## config.mk

```make
export PLATFORM = sky130hd
export DESIGN_NAME = seq_shift_unit
export DESIGN_NICKNAME = d
export VERILOG_FILES = /design/src/rtl/seq_shift_unit.sv
export SDC_FILE = /design/constraint.sdc
export NUM_CORES = 1
export LEC_CHECK = 0
export ABC_AREA = 0
export CORE_UTILIZATION = 40
export DETAILED_ROUTE_END_ITERATION = 8
export PLACE_DENSITY = 0.65
export SLEW_MARGIN = 5
export SYNTH_ARGS = -nofsm -noshare
export SYNTH_HDL_FRONTEND = slang
export SYNTH_SLANG_ARGS = --single-unit
export TNS_END_PERCENT = 30
```

## constraint.sdc

```tcl
create_clock -name clock -period 5.2 [get_ports clock]
set_input_delay 0.78 -clock clock [delete_from_list [all_inputs] [get_ports clock]]
set_output_delay 0.78 -clock clock [all_outputs]
set_load 0.05 [all_outputs]
```

## src/rtl/seq_shift_unit.sv

```systemverilog
// seq_shift_unit
//   Bit-serial 64-bit shifter for the ALU shift path (LSL / LSR, optional ASR).
//   A start accepted in IDLE or DONE latches the operand, shift amount and op.
//   RUN then produces one result bit per cycle through a 64:1 bit selector.
//   done pulses for one cycle 64 edges after the accept.
//
//   Ports:
//     clock    rising-edge clock
//     reset_n  asynchronous active-low reset
//     start    request, sampled on the rising edge
//     op       00 LSL, 01 LSR, 10 ASR (only when built with ASR), 11 reserved
//     data_in  64-bit operand, latched on accept
//     shamt    shift amount 0..63, latched on accept
//     result   shifted value, valid while done=1 and held until the next accept
//     busy     high while computing
//     done     single-cycle completion pulse
//
//   Build option: define SEQ_SHIFT_ASR_EN to make op 10 an arithmetic right
//   shift. Without it, op 10 gives an all-zero result with normal timing.

module seq_shift_unit #(
   parameter int unsigned WIDTH = 64,
   parameter int unsigned CNT_W = 6
) (
   input  logic             clock,
   input  logic             reset_n,
   input  logic             start,
   input  logic [1:0]       op,
   input  logic [WIDTH-1:0] data_in,
   input  logic [CNT_W-1:0] shamt,
   output logic [WIDTH-1:0] result,
   output logic             busy,
   output logic             done
);

   typedef enum logic [1:0] {
      IDLE = 2'b00,
      RUN  = 2'b01,
      DONE = 2'b10
   } state_t;

   state_t           state;
   logic [CNT_W-1:0] count;
   logic [WIDTH-1:0] a;
   logic [CNT_W-1:0] sh;
   logic [1:0]       opr;

   logic [CNT_W-1:0] lsl_src;
   logic [CNT_W:0]   rsh_src;   // one bit wider so count+shamt cannot wrap
   logic             sel_bit;

   assign lsl_src = count - sh;
   assign rsh_src = {1'b0, count} + {1'b0, sh};

   always_comb begin
      sel_bit = 1'b0;
      case (opr)
         2'b00: if (count >= sh) sel_bit = a[lsl_src];
         2'b01: if (!rsh_src[CNT_W]) sel_bit = a[rsh_src[CNT_W-1:0]];
`ifdef SEQ_SHIFT_ASR_EN
         2'b10: sel_bit = rsh_src[CNT_W] ? a[WIDTH-1] : a[rsh_src[CNT_W-1:0]];
`endif
         default: sel_bit = 1'b0;
      endcase
   end

   always_ff @(posedge clock or negedge reset_n) begin
      if (!reset_n) begin
         state  <= IDLE;
         count  <= '0;
         a      <= '0;
         sh     <= '0;
         opr    <= '0;
         result <= '0;
         busy   <= 1'b0;
         done   <= 1'b0;
      end else begin
         case (state)
            RUN: begin
               result[count] <= sel_bit;
               count         <= count + 1'b1;   // wraps to 0 after the last bit
               if (count == CNT_W'(WIDTH - 1)) begin
                  state <= DONE;
                  done  <= 1'b1;
                  busy  <= 1'b0;
               end
            end
            default: begin   // IDLE and DONE both accept a new request
               done <= 1'b0;
               if (start) begin
                  a      <= data_in;
                  sh     <= shamt;
                  opr    <= op;
                  result <= '0;
                  count  <= '0;
                  busy   <= 1'b1;
                  state  <= RUN;
               end else begin
                  busy  <= 1'b0;
                  state <= IDLE;
               end
            end
         endcase
      end
   end

endmodule

```

==> impl_metrics.csv <==
group,metric,value,unit
logic_synthesis,synth_seq_area_share,0.426,
clock_network,clkSinkCount,144,
logic_synthesis,yosys-top-cells-area,"dfrtp_1, mux2_2, o2111ai_1",
critical_path,required,5.48,ns
logic_synthesis,synth_flop_cell,"dfrtp_1",
critical_path,crit_path_max_fanout,64,
routing,wl_met3,1.22,mm
sta,drv_slew,0,
critical_path,critPathBufInv,2,
global_routing,grt_max_degree,106,
sta,clock_skew,0.0102,ns
critical_path,critPathKind,"flip-flop to flip-flop",
routing,remaining_drc_errors,0,
clock_network,holdBufCountCts,0,
logic_synthesis,synth_top_area_frac,0.426,
critical_path,cp-start-kind,"flip-flop",
cells_and_area,layout-drive-gt1-share,0.187,
sta,period_minus_slack,4.30,ns
die,initial_utilization,0.413,
critical_path,max_stage_delay,0.56,ns
logic_synthesis,synth_warnings,0,
logic_synthesis,syn-cell-area,8460,µm²
routing,top_layer_used,"met4",
logic_synthesis,synth_common_cells,"dfrtp_1, nand2_1, mux2_2",
routing,wire_per_inst,19.6,µm
clock_network,cts-resized-gates,0,
sta,tightest_slew,1.11,ns
clock_network,path_clk_slew,0.07,ns
sta,setup_viol,0,
die,design.die.area,21700,µm²
sta,fmax,0.232,GHz
cells_and_area,ff_latch_area,3600,µm²
routing,viasPerCell,6.00,
cells_and_area,fin_nets,986,
cells_and_area,area_growth_syn_to_layout,25.9,%
global_routing,grt_pass1_wl,37.8,mm
cells_and_area,multi_input_area,4450,µm²
routing,drtIter0Drc,542,
die,die_h,147,µm
clock_network,postCtsSetupRepairBufs,0,
critical_path,path_cells,"inv_1 > fa_1 > nor3_2 > nor4_2 > nor2_1 > a311oi_1 > nor4_1 > o22ai_4 > buf_4 > o2111ai_1 > o211ai_1",
hold_path,hold_path_class,"input port to async pin",
global_routing,antenna_found_initial,1,
routing,first_pass_iters,6,
logic_synthesis,ys_types,55,
cells_and_area,fin_util,0.520,
clock_network,cts-root-buf,"clkbuf_16",
critical_path,worstPathArrival,4.58,ns
logic_synthesis,synth_area_per_cell,10.6,µm²
placed_design,globalplace.congestion,0.865,
sta,setup_tns,0,ns
routing,vias,7076,
logic_synthesis,synth_edf_count,0,
routing,routed_wirelength,23.2,mm
sta,slew-limit-headroom,0.251,
logic_synthesis,synthArstFlopShare,1.00,
die,coreArea,20500,µm²
routing,drt.antenna.violating_nets,0,
logic_synthesis,ys_ff_latch,144,
critical_path,critical_path.top_delay_family,"simple AND/OR/NAND/NOR gates",
die,num_io_pins,141,
sta,hold_violations,0,
clock_network,htreeDepth,4,
clock_network,clkLatencyLatePin,0.43,ns
logic_synthesis,synth_cells,796,
logic_synthesis,synth_area_leader_cell,"dfrtp_1",
die,fp.dieW,147,µm
critical_path,crit_slowest_cell,"fa_1",
placed_design,numPortBuffers,140,
sta,finalCritPeriodShare,0.828,
run,drv_cap,0,
die,core.rowCount,52,
global_routing,grt_pass1_vias,6979,
clock_network,cts_tree,"built",
routing,drt-met1-wl,11.0,mm
run_status,status,"finished clean",
clock_network,cts.path.max_buffers,2,
cells_and_area,num-fill-cells,1831,
placed_design,dp_hpwl,15.1,mm
logic_synthesis,synth_most_common_cell,"dfrtp_1",
routing,wl_met2,10.6,mm
global_routing,grt_overflow_total,0,
logic_synthesis,syn-num-nets,886,
sta,rsz0062_at_grt,"false",
global_routing,grt_usage,0.221,
critical_path,end_kind,"flip-flop",
clock_network,cts_made_buffers,17,
==> metal layers <==
metal	GRT usage	up-vias
met2	0.332	231
met5	0	-
met1	0.321	3528
li1	-	3285
met4	0.0722	0
met3	0.0426	32
==> cell usage in the layout (no fill, tap or decap), types with 12 or more instances in the layout <==
cell type	count
inv_1	12
dfrtp_1	144
a221oi_1	12
mux2i_1	14
o211ai_1	66
nand2_1	91
mux2_2	72
buf_4	22
nand3_1	67
clkdlybuf4s50_1	139
clkbuf_16	17
and2_1	25
mux4_2	16
ha_1	13
o2111ai_1	65
==> sequential cells by signal, summed over array words and instances, names as in the netlist <==
name    flops
done        1
opr         2
result     64
sh          6
state       1
a          64
count       6
==> worst register-to-register path: stages, from the launching register on <==
cell and delay (ns):
dfrtp_1 0.54, inv_1 0.21, fa_1 0.56, nor3_2 0.41, nor4_2 0.17, nor2_1 0.55
a311oi_1 0.29, nor4_1 0.48, o22ai_4 0.13, buf_4 0.34, o2111ai_1 0.36, o211ai_1 0.12
==> per-stage QoR <==
| step | cells | cell area, µm² | setup slack (ns) | hold slack, ns |
|---|---|---|---|---|
| after floorplan | 796 | 8460 | 1.77 | 0.484 |
| after global placement | 1147 | 10000 | 1.04 | 0.513 |
| after detailed placement | 1147 | 10000 | 0.991 | 0.516 |
| after CTS | 1179 | 10700 | 0.979 | 0.518 |
| after global routing | 1179 | 10700 | 0.650 | 0.553 |
| final | 1180 | 10700 | 0.897 | 0.461 |
==> area by class of cell <==
type,count,area share
repair buffers,162,0.147
flip-flops and latches,144,0.338
multi-input cells,559,0.418
clock buffers,18,0.0412
clock inverters,14,0.0193
diodes,1,0.000235
well taps,270,0.0317
inverters,12,0.00423
==> cells by family (layout without fill, tap and decap cells) <==
family,Yosys count,after routing,synth area share
AND/OR/NAND/NOR,244,244,0.144
AO/OA/AOI/OAI,191,191,0.187
flip-flops,144,144,0.426
multiplexers,102,102,0.155
buffers and inverters,93,206,0.0559
adder cells (fa/ha/maj),15,15,0.0240
XOR/XNOR,7,7,0.00814
other,0,1,0
==> worst paths after layout <==
kind	cells past startpoint	startpoint	slack [ns]	to
worst max-delay path	11	count[1]$_DFFE_PN0P_	0.90	result[18]$_DFFE_PN0P_
worst min-delay path	1	reset_n	0.46	a[54]$_DFFE_PN0P_
worst max register to register	11	count[1]$_DFFE_PN0P_	0.90	result[18]$_DFFE_PN0P_
worst min register to register	1	a[52]$_DFFE_PN0P_	0.52	a[52]$_DFFE_PN0P_
max in group asynchronous	2	reset_n	3.66	result[51]$_DFFE_PN0P_
min in group clock	1	a[52]$_DFFE_PN0P_	0.52	a[52]$_DFFE_PN0P_
Power is left out: the tool's default activity adds up to more than one toggle a clock period on the data nets, which glitch-free logic cannot reach.
